--- src/rtl/bank_cmd_timing_arbiter.sv ---
// Round-robin arbiter for the shared DFI command slot: enforces tRRD/tFAW/tCCD,
// registers the winner into a one-entry output stage, and yields the bus to refresh.
module bank_cmd_timing_arbiter #(
  parameter int NBANK = 8,
  parameter int IDXW  = 3,
  parameter int CFGW  = 8
) (
  input  logic             sys_clk,
  input  logic             sys_rst,
  input  logic [NBANK-1:0] req_valid,
  input  logic [NBANK-1:0] req_is_act,
  input  logic [NBANK-1:0] req_is_cas,
  output logic [NBANK-1:0] req_ready,
  output logic             out_valid,
  input  logic             out_ready,
  output logic [IDXW-1:0]  out_idx,
  output logic             out_is_act,
  output logic             out_is_cas,
  input  logic             refresh_req,
  output logic             refresh_gnt,
  input  logic [CFGW-1:0]  tRRD_cfg,
  input  logic [CFGW-1:0]  tFAW_cfg,
  input  logic [CFGW-1:0]  tCCD_cfg
);

  typedef enum logic [1:0] {ARB, DRAIN, REF} state_t;

  state_t           state;
  logic [IDXW-1:0]  rr_ptr;
  logic [CFGW-1:0]  trrd_cnt;
  logic [CFGW-1:0]  tccd_cnt;
  logic [CFGW-1:0]  faw_cnt [4];
  logic [2:0]       faw_active;
  logic [1:0]       faw_free_slot;
  logic             act_ok;
  logic             cas_ok;
  logic             accept;
  logic             grant;
  logic             grant_act;
  logic             grant_cas;
  logic             win_found;
  logic [IDXW-1:0]  win_idx;
  logic [NBANK-1:0] elig;

  // A config of 0 or 1 both mean "no spacing", i.e. a reload of 0.
  function automatic logic [CFGW-1:0] reload_val(input logic [CFGW-1:0] cfg);
    return (cfg == '0) ? '0 : cfg - 1'b1;
  endfunction

  function automatic logic [CFGW-1:0] dec_sat(input logic [CFGW-1:0] cnt);
    return (cnt == '0) ? '0 : cnt - 1'b1;
  endfunction

  // Busy FAW slots and the lowest-numbered free one.
  always_comb begin
    faw_active    = '0;
    faw_free_slot = '0;
    for (int s = 3; s >= 0; s--) begin
      if (faw_cnt[s] != '0) faw_active = faw_active + 3'd1;
      else                  faw_free_slot = 2'(s);
    end
  end

  assign act_ok = (trrd_cnt == '0) && (faw_active < 3'd4);
  assign cas_ok = (tccd_cnt == '0);
  assign elig   = req_valid & (~req_is_act | {NBANK{act_ok}})
                            & (~req_is_cas | {NBANK{cas_ok}});

  // Search starts just past the last winner and wraps; rr_ptr itself is tried last.
  always_comb begin
    logic [IDXW-1:0] cand;
    win_found = 1'b0;
    win_idx   = '0;
    cand      = '0;
    for (int k = 1; k <= NBANK; k++) begin
      cand = rr_ptr + IDXW'(k);
      if (!win_found && elig[cand]) begin
        win_found = 1'b1;
        win_idx   = cand;
      end
    end
  end

  assign accept    = (state == ARB) && !refresh_req && (!out_valid || out_ready) && !sys_rst;
  assign grant     = accept && win_found;
  assign grant_act = grant && req_is_act[win_idx];
  assign grant_cas = grant && req_is_cas[win_idx];
  assign req_ready = grant ? (NBANK'(1) << win_idx) : '0;

  // Output stage, timing counters and refresh handshake.
  always_ff @(posedge sys_clk) begin
    if (sys_rst) begin
      out_valid   <= 1'b0;
      out_idx     <= '0;
      out_is_act  <= 1'b0;
      out_is_cas  <= 1'b0;
      rr_ptr      <= IDXW'(NBANK - 1);
      trrd_cnt    <= '0;
      tccd_cnt    <= '0;
      for (int s = 0; s < 4; s++) faw_cnt[s] <= '0;
      state       <= ARB;
      refresh_gnt <= 1'b0;
    end else begin
      if (grant) begin
        out_valid  <= 1'b1;
        out_idx    <= win_idx;
        out_is_act <= req_is_act[win_idx];
        out_is_cas <= req_is_cas[win_idx];
        rr_ptr     <= win_idx;
      end else if (out_ready) begin
        out_valid  <= 1'b0;
      end

      trrd_cnt <= grant_act ? reload_val(tRRD_cfg) : dec_sat(trrd_cnt);
      tccd_cnt <= grant_cas ? reload_val(tCCD_cfg) : dec_sat(tccd_cnt);
      for (int s = 0; s < 4; s++) begin
        if (grant_act && (2'(s) == faw_free_slot)) faw_cnt[s] <= reload_val(tFAW_cfg);
        else                                       faw_cnt[s] <= dec_sat(faw_cnt[s]);
      end

      case (state)
        ARB: begin
          if (refresh_req) state <= DRAIN;
        end
        DRAIN: begin
          if (!refresh_req) begin
            state <= ARB;
          end else if (!out_valid || out_ready) begin
            state       <= REF;
            refresh_gnt <= 1'b1;
          end
        end
        REF: begin
          if (!refresh_req) begin
            state       <= ARB;
            refresh_gnt <= 1'b0;
          end
        end
        default: begin
          state       <= ARB;
          refresh_gnt <= 1'b0;
        end
      endcase
    end
  end

endmodule

--- config.mk ---
export PLATFORM = sky130hd
export DESIGN_NAME = bank_cmd_timing_arbiter
export DESIGN_NICKNAME = d
export VERILOG_FILES = /design/src/rtl/bank_cmd_timing_arbiter.sv
export SDC_FILE = /design/constraint.sdc
export NUM_CORES = 1
export LEC_CHECK = 0
export ABC_AREA = 1
export BUFFER_PORTS_ARGS = -buffer_cell sky130_fd_sc_hd__buf_4
export CAP_MARGIN = 10
export CELL_PAD_IN_SITES_DETAIL_PLACEMENT = 1
export CELL_PAD_IN_SITES_GLOBAL_PLACEMENT = 2
export CORE_MARGIN = 3
export CORE_UTILIZATION = 34
export CTS_CLUSTER_SIZE = 10
export DETAILED_ROUTE_END_ITERATION = 7
export PLACE_DENSITY_LB_ADDON = 0.2
export RECOVER_POWER = 25
export SYNTH_ARGS = -nofsm -noshare
export SYNTH_HDL_FRONTEND = slang
export SYNTH_SLANG_ARGS = --single-unit
--- constraint.sdc ---
create_clock -name sys_clk -period 5.7 [get_ports sys_clk]
set_input_delay 0.285 -clock sys_clk [delete_from_list [all_inputs] [get_ports sys_clk]]
set_output_delay 0.285 -clock sys_clk [all_outputs]
set_load 0.05 [all_outputs]
== Word level (Yosys, flattened, before mapping) ==
Memories as Yosys holds them, arrays and structs flattened.
Index checks and enable logic that the tools add are counted.
Storage, ports and cells
  register bits after elaboration: 28
  memories: 1
  output and inout port bits: 15
  RAM bits: 32
  bits of input ports: 52
  word-level logic and storage cells: 213
Cells by class
  bitwise gates (word level): 15
  $lt $le $gt $ge: 10
  reductions and logical operators: 47
  muxes and demuxes: 101
  equality and inequality tests: 10
  shift-type cells: 1
  $add $sub $neg: 19
Memory list
  faw_cnt: words 4, width 8, rd ports 4, clocked after memory_dff 0, write ports 4, line 32  | logic [CFGW-1:0] faw_cnt [4];
Operators with widths (number)
  $mux W8: 20
  $logic_not A8 Y1: 9
  $sub A8 B1 Y8 const B: 9
  $mux W1: 50
  $lt A3 B4 Y1 const B: 9
  $mux W3: 11
  $reduce_bool A8 Y1: 4
  $bmux W1 S3: 10
  $logic_and A1 B1 Y1: 18
  $and A8 B8 Y8: 2
  $mux W2: 8
  $not A8 Y8: 2
  $or A8 B8 Y8: 2
  $add A3 B1 Y3 const B: 4
  $add A3 B3 Y3 const B: 4
  $logic_not A1 Y1: 10
  $ne A2 B2 Y1 const B: 4
  $or A1 B1 Y1: 8
  $shl A1 B3 Y8 const A: 1
  $add A3 B2 Y3 const B: 2
  $pmux W2 S3: 1
  $eq A2 B2 Y1 const A: 2
  $logic_not A2 Y1: 2
  $reduce_and A4 Y1: 1
  other kinds (10): 10

== Depth between registers and ports, before layout ==
An unclocked memory read counts as a cell.
  word-level depth: 47
  depth in mapped cells: 34
  depth with buffers taken out: 33

== Worst setup path before layout ==
No wires, ideal clock.
  path type: register to output
  start: memory faw_cnt[3][3]
  end: output port req_ready[7]
  setup slack: 1.665 ns
  arrival time: 3.750 ns
  stages on the path, launching flop included: 25
  path buffers: 1
  path through: edfxtp_1 > nor2_1 > nand2_1 > inv_1 > nand4_1 > inv_1 > ha_1 > nor2_1 > nand3_2 > nand3_4 > nand2_1 > nand3_1 > nand3_1 > nand2_1 > nor2_1 > nor2_2 > nand4_1 > nor2_2 > nand3_1 > nand3_2 > nand2_4 > buf_6 > nor2_1 > inv_1 > nor2_1
RTL lines
  start: declaration: line 32
  end: declaration: line 13  | output logic [NBANK-1:0] req_ready,

==> impl_metrics.yaml <==
setup_path:
  crit_path_max_fanout: 12
  path_buf_inv: 3
  path_delay_family: "simple AND/OR/NAND/NOR gates"
  path_common_cell: "nor2_1"
  r2r_setup_slack_ns: 0.72
  start_kind: "flip-flop"
  crit_slowest_cell: "edfxtp_1"
  slowest_delay_ns: 0.43
  r2r_cells: 30
  crit_required_ns: 5.78
  worstPathArrival_ns: 5.07
  endpoint_kind: "flip-flop"
  critical_path_class: "flip-flop to flip-flop"
  rr_startpoint: "faw_cnt[3][3]$_DFFE_PP_"
  timing.rr.end: "faw_cnt[1][3]$_SDFFCE_PN0P_"
flow_run:
  drv_cap: 0
floorplanning:
  die_h_um: 131
  die-area_um2: 17100
  coreArea_um2: 14900
  row_count: 44
  fp.dieW_um: 131
  start_util_pct: 35.5
  io-pin-count: 67
routing:
  routed_via_density: 4.98
  dr_total_vias: 5624
  first_pass_iters: 4
  drc: 0
  routed_wl_um: 16200
  ant_nets: 0
  drt_iter0_markers: 202
  wire_per_inst_um: 14.3
synth:
  synthCells: 850
  muxShareOfSynthArea_pct: 0
  syn_area_per_cell_um2: 6.21
  yosysWarnings: 0
  ys_async_sr_fraction_pct: 0
  synth_xor_area_share_pct: 2.65
  ys_types: 42
  netlist_area_um2: 5280
  synth_top_family_by_area: "simple AND/OR/NAND/NOR gates"
  ys_seq_area_share_pct: 28.8
  synth_fa_ha_area_share_pct: 3.79
  synthSimpleGateAreaFrac_pct: 43.7
  synth_edf_count: 32
  ys_seq_elements: 60
  synth_compound_area_share_pct: 10.7
  synthFlopType: "edfxtp_1"
clock_network:
  clk_pin_slew_ns: 0.06
  tritoncts: "done"
  cts_root_buf: "clkbuf_16"
  ctsHoldBuffers: 0
  cts_buffers: 9
  cts_resized: 0
  clock-sinks: 60
  clock_latency_ns: 0.33
  clock_path_buffers: 2
  htree_levels: 3
  post_cts_buffers: 0
sta:
  layout_min_cycle_time_ns: 4.98
  rsz0062_at_grt: "false"
  worstMarginPinSlew_ns: 0.944
  timing.setup.tns_ns: 0
  finalMaxSlewViolations: 0
  hold_violations: 0
  fmaxAchievable_ghz: 0.201
  report.final.setup_viol: 0
  slew_headroom_pct: 36.4
  post-route-period-util_pct: 87.5
  skew_ns: 0.00925
placed_design:
  dpl.hpwl_um: 13200
  port_buffers: 66
  gp_congestion: 0.883
  dp.cells: 1114
global_route:
  grt_max_degree: 39
  antenna_found_initial: 0
  grt_pass1_vias: 5873
  groute.usage.overall_pct: 19.9
  grt_pass1_wl_um: 27400
  grt_overflow: 0
hold_path:
  hold_depth: 4
  holdCritStartpoint: "tRRD_cfg[0]"
  min_path_type: "primary input to flip-flop"
  hold_end: "trrd_cnt[0]$_SDFF_PP0_"
cells_and_area:
  diodes: 0
  layout_common_cells: "nand2_1 (199), nor2_1 (154), inv_1 (106)"
  areaGrowthSynthToFinish_pct: 18.8
  mostFrequentLayoutCell: "nand2_1"
  layout.nets: 1009
  layout-drive-gt1-share_pct: 13.7
  seqCellArea_um2: 1520
  fin_cells: 1130
  multi_input_comb_area_um2: 3330
  fillers: 1976
  utilization_pct: 42.2
power:
  power.leakage_nw: 3.13
  p_per_area_nw_per_um2: 428
  peakVddDrop_mv: 0.247
status:
  status: "finished, final reports clean"
-- cells by family after synthesis --
| family | after synthesis |
|---|---|
| and+or+nand+nor | 516 |
| other | 1 |
| xor gates and xnor gates | 16 |
| DFF | 60 |
| buffers and inverters | 137 |
| adders and majority gates | 16 |
| AOI/OAI and AO/OA | 104 |
-- cell usage after synthesis (2+ instances only) --
| library cell | count | share of area, % |
|---|---|---|
| nor3_1 | 10 | 0.95 |
| ha_1 | 16 | 3.8 |
| nand3_1 | 92 | 8.7 |
| nand3_2 | 3 | 0.57 |
| dfxtp_1 | 28 | 11 |
| o31ai_1 | 2 | 0.28 |
| a21oi_1 | 53 | 5.0 |
| nand4_1 | 11 | 1.3 |
| buf_6 | 2 | 0.43 |
| nor4_1 | 2 | 0.24 |
| o21ai_1 | 5 | 0.47 |
| xor2_1 | 10 | 1.7 |
| nor2_2 | 9 | 1.1 |
| nand2_1 | 199 | 14 |
| o21ai_2 | 2 | 0.33 |
| buf_4 | 3 | 0.43 |
| nand3b_1 | 3 | 0.43 |
| buf_2 | 3 | 0.28 |
| nand2_2 | 8 | 0.95 |
| clkbuf_1 | 10 | 0.71 |
| nand4_2 | 2 | 0.47 |
| nor2_1 | 153 | 11 |
| xnor2_1 | 6 | 1.0 |
| nor2_4 | 3 | 0.64 |
| or2_2 | 11 | 1.3 |
| inv_2 | 12 | 0.85 |
| edfxtp_1 | 32 | 18 |
| nand2_4 | 4 | 0.85 |
| a31oi_1 | 3 | 0.36 |
| nor3b_1 | 3 | 0.43 |
| o211ai_1 | 4 | 0.57 |
| o21ai_0 | 30 | 2.8 |
| inv_1 | 106 | 7.5 |
| nand3_4 | 2 | 0.66 |
-- how the worst max path moves through the flow --
stage	slack (ns)	startpoint	cells after the start	endpoint
2_1_floorplan	1.66	faw_cnt[3][3]$_DFFE_PP_	24	req_ready[7]
5_1_grt	0.12	faw_cnt[3][3]$_DFFE_PP_	30	faw_cnt[0][0]$_SDFFCE_PN0P_
3_3_place_gp	0.95	faw_cnt[3][2]$_DFFE_PP_	28	faw_cnt[0][1]$_SDFFCE_PN0P_
4_1_cts	0.69	faw_cnt[3][3]$_DFFE_PP_	28	faw_cnt[0][1]$_SDFFCE_PN0P_
6_report	0.72	faw_cnt[3][3]$_DFFE_PP_	30	faw_cnt[1][3]$_SDFFCE_PN0P_
3_5_place_dp	0.72	faw_cnt[3][2]$_DFFE_PP_	28	faw_cnt[1][2]$_SDFFCE_PN0P_
-- where the power goes --
| group | total [W] | internal [W] | switching, W |
|---|---|---|---|
| logic | 0.00156 | 0.000483 | 0.00107 |
| clock network | 0.000491 | 0.000302 | 0.000189 |
| registers | 0.000637 | 0.000559 | 0.0000777 |
-- flip-flops by register name, summed over array words and instances (netlist names) --
| name | count |
|---|---|
| faw_cnt | 32 |
| out_idx | 3 |
| out_is_act | 1 |
| out_is_cas | 1 |
| out_valid | 1 |
| refresh_gnt | 1 |
| rr_ptr | 3 |
| state | 2 |
| tccd_cnt | 8 |
| trrd_cnt | 8 |
-- tightest hold or removal path, stage by stage --
cell and delay (ns):
buf_4 0.08, nor2_1 0.04, nand2_1 0.05, a21oi_1 0.05
-- per-layer routing --
metal | GRT usage [%] | part of all wire (%)
met5 | 0 | 0
met4 | 4.96 | 1.5
met3 | 3.66 | 3.7
met2 | 34.8 | 49
met1 | 25.3 | 46
-- cell type report --
class,count,share of cell area (%)
inverters,119,7.12
flip-flops and latches,60,24.2
well taps,184,3.67
multi-input cells,684,53.1
clock buffers,11,3.87
repair buffers,67,7.60
clock inverters,5,0.439
-- metrics by stage --
stage / power [W] / area [um^2] / worst slack (ns) / hold WS, ns
after CTS: 0.00273 / 6300 / 0.695 / 0.231
after detailed placement: 0.00222 / 6030 / 0.723 / 0.464
final: 0.00268 / 6270 / 0.715 / 0.241
after global placement: 0.00216 / 6030 / 0.953 / 0.458
after global routing: 0.00295 / 6270 / 0.116 / 0.271
after floorplan: 0.00184 / 5400 / 1.66 / 0.450
No activity file was read; power rests on OpenSTA's default activity.
